**config.mk**
```make
export PLATFORM = sky130hd
export DESIGN_NAME = fsm_reg_file_demo
export DESIGN_NICKNAME = d
export VERILOG_FILES = /design/src/rtl/fsm_reg_file_demo.sv
export SDC_FILE = /design/constraint.sdc
export NUM_CORES = 1
export LEC_CHECK = 0
export BUFFER_PORTS_ARGS = -buffer_cell sky130_fd_sc_hd__buf_2
export CORE_MARGIN = 2
export CORE_UTILIZATION = 60
export CTS_BUF_LIST = sky130_fd_sc_hd__clkbuf_8
export DETAILED_ROUTE_END_ITERATION = 10
export GPL_TIMING_DRIVEN = 0
export MAX_ROUTING_LAYER = met4
export PLACE_DENSITY = 0.77
export RECOVER_POWER = 50
export SYNTH_ARGS = -nofsm -noshare
export SYNTH_HDL_FRONTEND = slang
export SYNTH_SLANG_ARGS = --single-unit
```
**constraint.sdc**
```tcl
create_clock -name clk -period 8.3 [get_ports clk]
set_clock_uncertainty 0.1 [all_clocks]
set_input_delay 0.83 -clock clk [delete_from_list [all_inputs] [get_ports clk]]
set_output_delay 0.83 -clock clk [all_outputs]
set_load 0.01 [all_outputs]
```
**src/rtl/fsm_reg_file_demo.sv**
```systemverilog
// Fibonacci fill of a 16x16 register file via an internal adder; one write per cycle, state 15 terminal.
// Outputs are combinational from current state (zero latency); no backpressure, self-running.
module fsm_reg_file_demo (
    input  logic        clk,
    input  logic        reset,
    output logic [27:0] display,
    output logic [15:0] rout,
    output logic [3:0]  state
);

    localparam logic [3:0] S_INIT = 4'd0;
    localparam logic [3:0] S_LAST = 4'd15;

    logic [15:0] regs_q [16];
    logic [3:0]  state_q, state_d;

    logic        wr_en;
    logic [3:0]  wr_addr;
    logic [15:0] wr_dat;
    logic [15:0] rd_a_dat, rd_b_dat, sum_dat;

    // Port A is addressed by state and doubles as the rout port.
    assign rd_a_dat = regs_q[state_q];
    assign rd_b_dat = regs_q[state_q - 4'd1];
    assign sum_dat  = rd_a_dat + rd_b_dat;

    always_comb begin
        state_d = state_q;
        wr_en   = 1'b0;
        wr_addr = state_q + 4'd1;
        wr_dat  = sum_dat;
        case (state_q)
            S_INIT: begin
                wr_en   = 1'b1;
                wr_dat  = 16'h0001;
                state_d = state_q + 4'd1;
            end
            S_LAST: begin
                state_d = S_LAST;
            end
            default: begin
                wr_en   = 1'b1;
                state_d = state_q + 4'd1;
            end
        endcase
    end

    always_ff @(posedge clk or negedge reset) begin
        if (!reset) begin
            state_q <= S_INIT;
        end else begin
            state_q <= state_d;
        end
    end

    always_ff @(posedge clk or negedge reset) begin
        if (!reset) begin
            for (int i = 0; i < 16; i++) begin
                regs_q[i] <= 16'h0000;
            end
        end else if (wr_en) begin
            regs_q[wr_addr] <= wr_dat;
        end
    end

    // Active-low segments, bit order g..a.
    function automatic logic [6:0] hex_to_seg(input logic [3:0] v);
        logic [6:0] seg;
        case (v)
            4'h0:    seg = 7'b1000000;
            4'h1:    seg = 7'b1111001;
            4'h2:    seg = 7'b0100100;
            4'h3:    seg = 7'b0110000;
            4'h4:    seg = 7'b0011001;
            4'h5:    seg = 7'b0010010;
            4'h6:    seg = 7'b0000010;
            4'h7:    seg = 7'b1111000;
            4'h8:    seg = 7'b0000000;
            4'h9:    seg = 7'b0010000;
            4'hA:    seg = 7'b0001000;
            4'hB:    seg = 7'b0000011;
            4'hC:    seg = 7'b1000110;
            4'hD:    seg = 7'b0100001;
            4'hE:    seg = 7'b0000110;
            default: seg = 7'b0001110;
        endcase
        return seg;
    endfunction

    assign rout    = rd_a_dat;
    assign state   = state_q;
    assign display = {hex_to_seg(rd_a_dat[15:12]), hex_to_seg(rd_a_dat[11:8]),
                      hex_to_seg(rd_a_dat[7:4]),   hex_to_seg(rd_a_dat[3:0])};

endmodule

```
**Word-level counts from Yosys, hierarchy flattened**

Memories as Yosys holds them, arrays and structs flattened.
Cells that the tools add are included.

- Bits in registers: 260
- Bits in read-only memories: 448
- Input port bits: 2
- Output and inout port bits: 48
- Word-level logic and storage cells: 45
- Memories: 4

Memories:

| memory | depth | bits a word | read ports | clocked after Yosys merged registers in | wr ports | RTL line | RTL |
|---|---|---|---|---|---|---|---|
| (no name shown) | 16 | 7 | 1 | 0 | 0 | 69 | `case (v)` |
| (no name shown) | 16 | 7 | 1 | 0 | 0 | 69 |  |
| (no name shown) | 16 | 7 | 1 | 0 | 0 | 69 |  |
| (no name shown) | 16 | 7 | 1 | 0 | 0 | 69 |  |

- Add/sub/neg operators: 3
- Magnitude comparators: 4
- Eq/ne operators: 1
- Mux-type cells: 11
- Bitwise operators: 3
- Reductions and logical operators: 2

Operators with widths:

| kind | number |
|---|---|
| bitwise mux 256 bit | 1 |
| binary-select mux 16 bit (select 4 bit) | 2 |
| two-way mux 16 bit | 6 |
| demux 16 bit (select 4 bit) | 1 |
| adder 16 bit | 1 |
| >= comparator 5 bit (second input constant) | 3 |
| NOT 4 -> 5 bit | 3 |
| < comparator 5 x 1 -> 1 bit (second input constant) | 1 |
| adder 4 x 1 -> 4 bit (second input constant) | 1 |
| equality test 4 bit (second input constant) | 1 |
| logical NOT 4 bit | 1 |
| two-way mux 4 bit | 1 |
| subtractor 4 x 1 -> 4 bit (second input constant) | 1 |
| logical AND 1 bit | 1 |

**Logic depth before layout (Yosys ltp)**

Gate-level depths: netlist of the first run.

- Depth after elaboration: 8
- Depth in mapped cells: 27
- Mapped depth without buffers: 13

**Worst setup path after synthesis of the first run**

Ideal clock, no wire load.

- Path type: register to register
- Start: register state_q[0] (netlist: state[0])
- End: register regs_q[239] (netlist bit)
- Setup time: 0.090 ns
- Data arrival time: 7.004 ns
- Data required time: 8.110 ns
- Setup slack: 1.106 ns
- Stages on the path, launching flop included: 27
- Buffers on the path: 14
- Clock period less this slack: 7.194 ns
- Cell sequence: dfrtp_1 buf_6 buf_12 buf_8 buf_2 buf_2 buf_2 buf_2 buf_2 inv_1 ha_1 clkbuf_1 buf_2 buf_1 clkbuf_1 mux4_2 mux4_2 ha_1 a21o_1 maj3_2 a2111o_1 nand3_2 a21oi_1 or3_1 buf_6 buf_6 o31ai_4

- Word-level cells in the longest chain between the ends: 8
- Elaborated cells on any way between the ends: 21
- Classes of those cells: 3 x add/sub; 2 x order compare; 1 x eq/ne; 10 x mux; 3 x bitwise; 2 x reduce/logical

Ends and longest elaborated chain:

| what | RTL line | RTL |
|---|---|---|
| from (decl) | 15 | `logic [3:0] state_q, state_d;` |
| from (signal assigned) | 52 | `state_q <= state_d;` |
| subtractor 4 x 1 -> 4 bit | 24 | `assign rd_b_dat = regs_q[state_q - 4'd1];` |
| NOT 4 -> 5 bit (not written as such) | 24 |  |
| binary-select mux 16 bit (select 4 bit) | 24 |  |
| two-way mux 16 bit (not written as such) (2 in a row) | 24 |  |
| adder 16 bit | 25 | `assign sum_dat = rd_a_dat + rd_b_dat;` |
| two-way mux 16 bit | 32 | `case (state_q)` |
| bitwise mux 256 bit | 62 | `regs_q[wr_addr] <= wr_dat;` |
| to (signal, indexed assignment) | 62 |  |
| to (decl) | 14 | `logic [15:0] regs_q [16];` |

Several ways; a longest one is shown, not always the timed one. The select of a mux whose other input is x is not followed.
A chain may end at the register's enable or synchronous reset.

**Worst setup path after layout of the first run**

- Start: register state_q[0] (netlist: state[0])
- End: register regs_q[187] (netlist bit)

Same word-level chain as after synthesis.

==> run summary, run 1 <==
GPL Wtd Cong: 1.03
CTS clk-pin slew, worst paths: 0.07 ns
total of max-cap violations: 2
Netlist cell types: 62
DP Cell Count: 1769
mapped cell area: 15300 um2
global-route wire length before repair: 73100 um
max-slew violation count: 157
clk_lat worst skew: 0.59 ns
initial antenna violation count: 2
Worst slew margin: -198%
CP Cell Sequence: buf_6, buf_12, buf_8, buf_2, buf_4, buf_6, inv_1, ha_2, buf_2, buf_4, clkbuf_2, mux4_2, mux4_2, ha_1, a21o_1, maj3_2, a2111o_1, a31oi_1, xnor2_1, nand2_1, clkbuf_1, o21ai_0
Critical Path AT: 8.28 ns
DP HPWL: 34500 um
Root Buffer Master: clkbuf_8
Worst VDD drop: 117 uV
I/O pin count: 50
Worst Path Max Fanout: 28
Nets: 1524
die area: 26800 um2
RSZ-0062 raised after global routing: no
Setup crit end kind: flip-flop
CTS tree: yes
die height: 164 um
Port Buffers: 49
TritonCTS Buffers: 42
worst min path class: flip-flop to flip-flop
hold_ws: 0.400 ns
Setup violations, final: 0
sequential share of the synthesized area: 42.4%
Post-synth ARST share: 100%
syn_area_per_cell: 11.0 um2
initial cell density of the core: 61.1%
Routed Antenna Nets: 0
most common cell after layout, fill and taps aside: nand2_1
initial DRC count: 1582
flops & latches, synth: 260
Post-synth top flop: dfrtp_1
Remaining DRCs: 0
Area Overhead vs Synth: 9.83%
Yosys warnings: 0
Peak Freq: 125 MHz
kind of start point of the critical path: flip-flop
worst setup path class: flip-flop to flip-flop
Placeable Area: 25100 um2
vias in the first global route: 12250
Syn Inst Count: 1388
total number of H-tree levels: 2
# resized after CTS: 13
setup TNS: 0 ns
syn_nets: 1434
Power per Cell Area: 142 nW/um2
largest net degree at the start of global routing: 107
Congestion Overflow GR: 0
Min Clock Period, post-route: 7.97 ns
via count: 12658
max incr delay on CP: 0.62 ns
Avg Vias per Cell: 6.89
Final Hold Fails: 0
Layout Cells excl Fill: 1836
Leakage: 0.00739 uW
die width: 164 um
gr usage total: 38.0%
final WL: 47700 um
wire per inst: 26.0 um
Setup Fix Bufs, Post-CTS: 0
Sink Count: 260
Pre-antenna DRT Iters: 8
final period utilization: 96.1%
number of synthesized flops with an enable pin: 0
Row Count: 58
Worst-Margin Slew: 4.48 ns
hold-fix buffers at CTS: 0
failing checks: capacitance limit, slew limit
final core occ: 67.1%
Worst EP required: 8.61 ns
maximum buffer depth of the clock tree: 3
commonest cells after routing, fill and taps aside: 302 x nand2_1, 260 x dfrtp_1, 234 x o21ai_0
status: complete, but fails checks
slowest cell on the critical path: ha_2
share of cells above drive strength 1: 19.3%
## flip-flops by register name, summed over array words and instances, names as in the netlist
signal	count
regs_q	256
state	4
## cells in the mapped netlist, types with 2 or more instances
library cell	count	area [um2]
o22ai_1	5	31.3
mux4_1	9	236
nand4_1	2	12.5
o31ai_1	27	203
a41o_1	2	20.0
or2_2	2	12.5
o311ai_0	8	70.1
nor3_1	3	15.0
a32o_1	3	30.0
mux2i_1	12	120
ha_1	43	538
o31ai_4	2	42.5
o311a_1	2	20.0
buf_2	21	105
buf_1	6	22.5
nand3_1	7	35.0
o21ai_1	9	45.0
xor2_1	5	43.8
nor2_1	43	161
o21ai_0	234	1170
mux2_2	2	22.5
mux4_2	152	3420
dfrtp_1	260	6510
and3_1	3	18.8
a21o_1	7	52.6
a211o_1	9	78.8
a21oi_1	31	155
and2_1	3	18.8
nand2b_1	7	43.8
clkbuf_1	85	319
buf_6	4	45.0
inv_1	23	86.3
nand2_1	302	1130
nor2b_1	6	37.5
xnor2_1	13	114
and4_1	2	17.5
a22o_1	3	26.3
a31oi_1	7	43.8
## path summary, 6_finish.rpt
kind	start	to	slack [ns]	depth (start not counted)
worst min-delay path	regs_q[251]	regs_q[251]	0.40	2
min in group asynchronous	reset	regs_q[97]	1.09	1
worst min register to register	regs_q[251]	regs_q[251]	0.40	2
worst max register to register	state[0]	regs_q[187]	0.33	22
max in group asynchronous	reset	regs_q[237]	1.41	2
worst max-delay path	state[0]	regs_q[187]	0.33	22
## layout make-up
class                      count  area, um2
inverter                      25       96.3
sequential                   260       6510
antenna                        2       5.00
timing repair buffer          51        270
clock buffer                  50        688
buffer                       115        532
multi-input combinational    983       8200
fill                        1910       8270
tap                          330        413
clock inverter                20        125
## critical path, delay by kind of cell, from the launching register on
kind,cells,cell delay [ns]
buf+inv,11,3.28
fa+ha+maj,3,1.38
compound gates,4,1.15
mux,2,0.94
flops,1,0.48
simple gates,1,0.27
xor+xnor,1,0.12
## logic make-up after synthesis
logic type / Yosys count / share of synthesized area (%)
AOI/OAI and AO/OA: 356 / 13.4
DFF: 260 / 42.4
adders and majority gates: 46 / 3.78
buffers and inverters: 145 / 4.15
and+or+nand+nor: 386 / 10.1
muxes: 175 / 24.8
xor gates and xnor gates: 20 / 1.31
## per-stage QoR
stage	cell area (um2)	total power [uW]	setup slack, ns
after floorplan	15300	1290	1.11
after global placement	16000	1320	-1.62
after detailed placement	16100	1320	-1.77
after CTS	16900	2400	0.0415
after global routing	16800	2450	0.0354
final	16800	2400	0.326
## per-layer routing
metal,wire (um),track usage [%],up-vias
met5,0,-,-
met4,2010,14.1,0
met3,6370,11.9,177
met2,21700,56.4,906
met1,17600,49.9,6294
li1,-,-,5281
## where the power goes
group          total, uW  switching (uW)  internal [uW]
sequential          1270               0           1270
clock               1100             526            576
combinational       26.4            24.2           2.18
Note: power is estimated with default switching activity, not from simulation.
==> inputs of run 2 (changes only) <==
Settings changed: CAP_MARGIN set to 20, CELL_PAD_IN_SITES_DETAIL_PLACEMENT set to 1, CELL_PAD_IN_SITES_GLOBAL_PLACEMENT set to 1, CORE_MARGIN 2 to not set, CORE_UTILIZATION 60 to 53, PLACE_DENSITY 0.77 to not set, PLACE_DENSITY_LB_ADDON set to 0.1.
==> run 2 against run 1 <==
Net effect: wire length rose by 13%; register-to-register slack got worse by 0.24 ns; clock power rose by 15%; final cell count rose by 3.4%; largest power group unchanged; highest routed layer unchanged; setup slack got worse by 0.24 ns; sequential share of layout area fell by 0.50 points; flip-flop and latch count did not move; the flow still finishes with violations (capacitance limit, slew limit); global-route usage rose by 1.6 points.
==> run summary, run 2 (synthesis gave the netlist of run 1 again) <==
Min Clock Period, post-route: 8.21 ns (+0.240 ns)
Critical Path AT: 8.54 ns (+0.26 ns)
Worst slew margin: -227% (-28 points)
Setup violations, final: 0 (unchanged)
Placeable Area: 28100 um2 (+12%)
Root Buffer Master: clkbuf_8
Routed Antenna Nets: 0 (unchanged)
CTS clk-pin slew, worst paths: 0.07 ns (about the same)
largest net degree at the start of global routing: 97 (-9.3%)
Setup Fix Bufs, Post-CTS: 0 (unchanged)
Worst VDD drop: 116 uV (-1.0%)
die width: 172 um (+5.0%)
gr usage total: 39.6% (+1.6 points)
Peak Freq: 122 MHz (-2.9%)
share of cells above drive strength 1: 20.8% (+1.5 points)
vias in the first global route: 13278 (+8.4%)
Worst-Margin Slew: 4.90 ns (+0.422 ns)
TritonCTS Buffers: 45 (+7.1%)
total number of H-tree levels: 2 (unchanged)
GPL Wtd Cong: 0.953 (-7.8%)
fill count: 3007 (+57%)
initial cell density of the core: 54.6% (-6.5 points)
Pre-antenna DRT Iters: 6 (-2)
Power per Cell Area: 150 nW/um2 (+5.7%)
via count: 12833 (+1.4%)
failing checks: capacitance limit, slew limit
maximum buffer depth of the clock tree: 3 (unchanged)
DP HPWL: 39900 um (+16%)
Sink Count: 260 (unchanged)
wire per inst: 28.4 um (+9.5%)
Final Hold Fails: 0 (unchanged)
global-route wire length before repair: 82600 um (+13%)
Nets: 1528 (+0.26%)
die area: 29600 um2 (+10%)
Worst EP required: 8.62 ns (about the same)
Leakage: 0.00747 uW (+1.1%)
total of max-cap violations: 3 (+1)
R2R setup slack: 0.09 ns (-0.24 ns)
final WL: 54000 um (+13%)
final period utilization: 99.0% (+2.9 points)
Most flops, register: regs_q
Avg Vias per Cell: 6.76 (-2.0%)
initial DRC count: 1439 (-9.0%)
Worst Path Max Fanout: 19 (-32%)
Port Buffers: 49 (unchanged)
CP Cell Sequence: buf_2, clkbuf_4, clkbuf_2, clkbuf_1, inv_1, ha_4, buf_2, buf_4, clkbuf_2, mux4_2, mux4_2, ha_1, a21o_1, maj3_2, a2111o_1, a31oi_1, o21ai_0, nand3_1, buf_2, o21ai_0
max reg flops: 256 (unchanged)
max-slew violation count: 265 (+69%)
worst min path class: flip-flop to flip-flop
max incr delay on CP: 0.65 ns (+0.03 ns)
Row Count: 61 (+5.2%)
commonest cells after routing, fill and taps aside: 302 x nand2_1, 260 x dfrtp_1, 234 x o21ai_0
I/O pin count: 50 (unchanged)
Setup crit end kind: flip-flop
die height: 172 um (+5.0%)
Area Overhead vs Synth: 11.3%
CTS tree: yes
status: complete, but fails checks
worst setup path class: flip-flop to flip-flop
Congestion Overflow GR: 0 (unchanged)
RSZ-0062 raised after global routing: no
final core occ: 60.7% (-6.3 points)
initial antenna violation count: 2 (unchanged)
crit-path most repeated cell: buf_2
Remaining DRCs: 0 (unchanged)
kind of start point of the critical path: flip-flop
slowest cell on the critical path: clkbuf_1
most common cell after layout, fill and taps aside: nand2_1
setup TNS: 0 ns (unchanged)
clk_lat worst skew: 0.58 ns (about the same)
-- run 2: worst paths after layout --
| kind | from | endpoint | depth (start not counted) |
|---|---|---|---|
| setup / recovery | state[1] | regs_q[45] | 20 |
| max in group asynchronous | reset | regs_q[10] | 2 |
| min in group asynchronous | reset | regs_q[99] | 1 |
| setup reg to reg | state[1] | regs_q[45] | 20 |
| hold reg to reg | regs_q[215] | regs_q[215] | 2 |
| hold / removal | regs_q[215] | regs_q[215] | 2 |
-- run 2: metal layers --
metal  GRT usage [%]  vias to the layer above  share of wire, %
met5               -                        -                 0
met4            13.6                        0               3.4
met3            9.84                      135               9.6
met2            60.3                      711                47
met1            52.2                     6699                40
li1                -                     5288                 -
-- run 2: what timing repair did --
action                                  in CTS  in global routing
endpoints found under the setup margin     256                 80
hold buffers                                 0                  0
resized for setup                           15                  5
endpoints found under the hold margin        0                  0
pin swaps                                    0                  0
-- run 2: where the power goes --
part	internal (uW)	switching, uW	leakage [uW]
clock	700	574	0.000554
sequential	1270	0	0.00339
combinational	0.125	24.6	0.00352
total	1970	599	0.00747
-- run 2: cell type report --
class / instances / area, um2 / share of cell area (%)
antenna: 3 / 7.51 / 0.0440
multi-input combinational: 983 / 8210 / 48.1
inverter: 25 / 96.3 / 0.565
buffer: 116 / 539 / 3.16
clock inverter: 21 / 129 / 0.755
timing repair buffer: 51 / 241 / 1.42
sequential: 260 / 6510 / 38.1
clock buffer: 62 / 853 / 5.00
tap: 378 / 473 / 2.77
-- run 2: worst max-delay path, delay by kind of cell, from the launching register on --
kind            cells  cell delay, ns
compound gates      5            1.29
buf+inv             9            3.60
flops               1            0.45
simple gates        1            0.40
mux                 2            0.93
fa+ha+maj           3            1.25
-- run 2: through the flow --
stage / setup slack [ns] / cells / cell area, um2 / hold WS (ns) / total power, uW
after floorplan: 1.11 / 1388 / 15300 / 0.355 / 1290
after global placement: -1.92 / 1815 / 16000 / 0.370 / 1320
after detailed placement: -2.01 / 1817 / 16100 / 0.390 / 1320
after CTS: 0.0728 / 1897 / 17100 / 0.184 / 2570
after global routing: 0.0268 / 1898 / 17100 / 0.428 / 2620
final: 0.0861 / 1899 / 17100 / 0.405 / 2570
==> inputs of run 3 (changes only) <==
Settings changed: REMOVE_ABC_BUFFERS set to 1.
==> run 3 against run 2 <==
Net effect: the run still ends with capacitance limit, slew limit left; core utilization down 0.46 points; worst hold slack lost 0.0060 ns; sequential power about the same; critical path type unchanged; setup slack improved by 1.0 ns.
==> run summary, run 3 (synthesis gave the netlist of run 1 again) <==
Pre-antenna DRT Iters: 5 (-1)
Buf/Inv on CP: 3 (-6)
maximum buffer depth of the clock tree: 3 (unchanged)
hold-fix buffers at CTS: 0 (unchanged)
die height: 172 um (unchanged)
Port Buffers: 49 (unchanged)
worst setup path class: flip-flop to flip-flop
met3 usage: 6.11% (-3.7 points)
largest net degree at the start of global routing: 116 (+20%)
clk_lat worst skew: 0.58 ns (about the same)
crit-path leading delay family: adder cells
vias in the first global route: 12604 (-5.1%)
Setup violations, final: 0 (unchanged)
Routed Antenna Nets: 0 (unchanged)
Layout Cells excl Fill: 1800 (-5.2%)
max-slew violation count: 127 (-52%)
R2R depth: 14 (-30%)
Hold Startpoint: regs_q[170]
Avg Vias per Cell: 6.59 (-2.5%)
wire per inst: 25.5 um (-10%)
Setup crit end kind: flip-flop
Peak Freq: 139 MHz (+14%)
Leakage: 0.00742 uW (-0.61%)
most common cell after layout, fill and taps aside: nand2_1
switching power: 588 uW (-1.8%)
die area: 29600 um2 (unchanged)
Worst Path Max Fanout: 57 (+38)
busiest grt layer: met2
kind of start point of the critical path: flip-flop
Congestion Overflow GR: 0 (unchanged)
Remaining DRCs: 0 (unchanged)
TritonCTS Buffers: 49 (+8.9%)
WHS Path Cells: 2 (unchanged)
Sw Ratio: 22.6% (-0.72 points)
Row Count: 61 (unchanged)
GPL Wtd Cong: 0.826 (-13%)
Hold EP: regs_q[170]
Final Cell Area: 16900 um2 (-0.76%)
initial antenna violation count: 0 (-2)
die width: 172 um (unchanged)
clock share of power: 50.1% (+0.5 points)
Root Buffer Master: clkbuf_8
met1 usage: 44.9% (-7.3 points)
initial DRC count: 851 (-41%)
Nets: 1429 (-6.5%)
ant diodes: 0 (-3)
global-route wire length before repair: 73000 um (-12%)
Tot Pwr: 2600 uW (+1.3%)
# resized after CTS: 0 (-15)
Setup Fix Bufs, Post-CTS: 0 (unchanged)
status: complete, but fails checks
max reg flops: 256 (unchanged)
gr usage total: 34.0% (-5.6 points)
Internal: 2010 uW (+2.2%)
CTS clk-pin slew, worst paths: 0.06 ns (about the same)
setup ws final: 1.09 ns (+1.01 ns)
initial cell density of the core: 54.6% (unchanged)
Area Overhead vs Synth: 10.4%
R2R setup slack: 1.09 ns (+1.01 ns)
Power per Cell Area: 154 nW/um2 (+2.1%)
CP Cell Sequence: buf_16, inv_1, ha_1, buf_16, mux4_2, mux4_2, ha_1, a21o_1, maj3_2, a2111o_1, nand3_2, a21oi_1, or3_1, o31ai_1
worst min path class: flip-flop to flip-flop
pre-CTS setup slack: 1.74 ns (+3.75 ns)
Critical Path AT: 7.55 ns (-0.99 ns)
I/O pin count: 50 (unchanged)
Worst VDD drop: 123 uV (+6.5%)
Worst-Margin Slew: 3.85 ns (-1.05 ns)
CTS tree: yes
failing checks: capacitance limit, slew limit
commonest cells after routing, fill and taps aside: 289 x nand2_1, 259 x dfrtp_1, 234 x o21ai_0
fill count: 2995 (-0.40%)
post-placement cell area: 15900 um2 (-1.0%)
Placeable Area: 28100 um2 (unchanged)
max incr delay on CP: 1.28 ns (+0.63 ns)
total number of H-tree levels: 2 (unchanged)
slowest cell on the critical path: ha_1
Min Clock Period, post-route: 7.21 ns (-1.01 ns)
Final Hold Fails: 0 (unchanged)
Worst slew margin: -157% (+70 points)
r2r startpoint: state[1]
combinational group share of total power: 1.1% (about the same)
final period utilization: 86.8% (-12 points)
final WL: 45900 um (-15%)
Sink Count: 260 (unchanged)
Most flops, register: regs_q
DP Cell Count: 1709 (-5.9%)
Worst EP required: 8.64 ns (+0.02 ns)
RSZ-0062 raised after global routing: no
met2 track demand over resource: 52.8% (-7.5 points)
DP HPWL: 27700 um (-31%)
total of max-cap violations: 3 (unchanged)
reg-to-reg endpoint: regs_q[143]
via count: 11856 (-7.6%)
share of cells above drive strength 1: 21.3% (+0.56 points)
Flop pwr share: 48.8% (-0.6 points)
[run 3: changes by cell type in the layout (fill, tap and decap cells not counted), moves of 4 or more]
cell	delta
clkbuf_1	-79
buf_2	-15
nand2_1	-13
nand2_2	+13
buf_16	+11
clkbuf_2	-9
inv_1	+9
buf_6	-5
clkinv_2	-4
[run 3: through the flow]
step	hold WS, ns	TNS [ns]	utilization (%)
after global placement	0.374	-1245.58	55.2
final	0.399	0	60.3
after detailed placement	0.389	0	56.8
after floorplan	0.355	-401.13	-
after global routing	0.434	0	60.3
after CTS	0.121	0	60.5
[run 3: layer usage]
layer | part of all wire (%) | vias up
li1 | - | 5094
met1 | 42 | 6225
met2 | 48 | 402
met3 | 6.0 | 135
met4 | 3.9 | 0
met5 | 0 | -
[run 3: worst reg2reg max path: stages, from the launching register on]
cell	delay (ns)
dfrtp_1	1.09
buf_16	0.42
inv_1	0.17
ha_1	1.28
buf_16	0.37
mux4_2	0.38
mux4_2	0.51
ha_1	0.40
a21o_1	0.22
maj3_2	0.34
a2111o_1	0.50
nand3_2	0.15
a21oi_1	0.07
or3_1	0.69
o31ai_1	0.38
[run 3: area by class of cell]
| type | count | area (um2) | area share (%) |
|---|---|---|---|
| multi-input cells | 983 | 8230 | 48.6 |
| flip-flops and latches | 260 | 6510 | 38.5 |
| clock buffers | 63 | 867 | 5.12 |
| repair buffers | 64 | 582 | 3.44 |
| well taps | 378 | 473 | 2.79 |
| clock inverters | 27 | 168 | 0.990 |
| inverters | 25 | 96.3 | 0.569 |
[run 3: power groups by stage]
| stage | logic, uW | clock network [uW] | registers [uW] |
|---|---|---|---|
| 2_1_floorplan | 0.00307 | 0 | 1290 |
| 3_3_place_gp | 26.4 | 0 | 1290 |
| 3_5_place_dp | 30.3 | 0 | 1290 |
| 4_1_cts | 30.5 | 1320 | 1270 |
| 5_1_grt | 33.4 | 1380 | 1270 |
| 6_report | 28.3 | 1300 | 1270 |
[run 3: worst max path at each step]
stage               startpoint           to  slack, ns  cells past startpoint
finish                state[1]  regs_q[143]       1.09                     14
global route          state[0]  regs_q[159]       0.78                     15
CTS                   state[0]   regs_q[12]       1.64                     15
detailed placement    state[0]   regs_q[76]       1.74                     15
global placement      state[0]  regs_q[108]      -5.44                     12
floorplan             state[0]  regs_q[108]      -2.19                     12
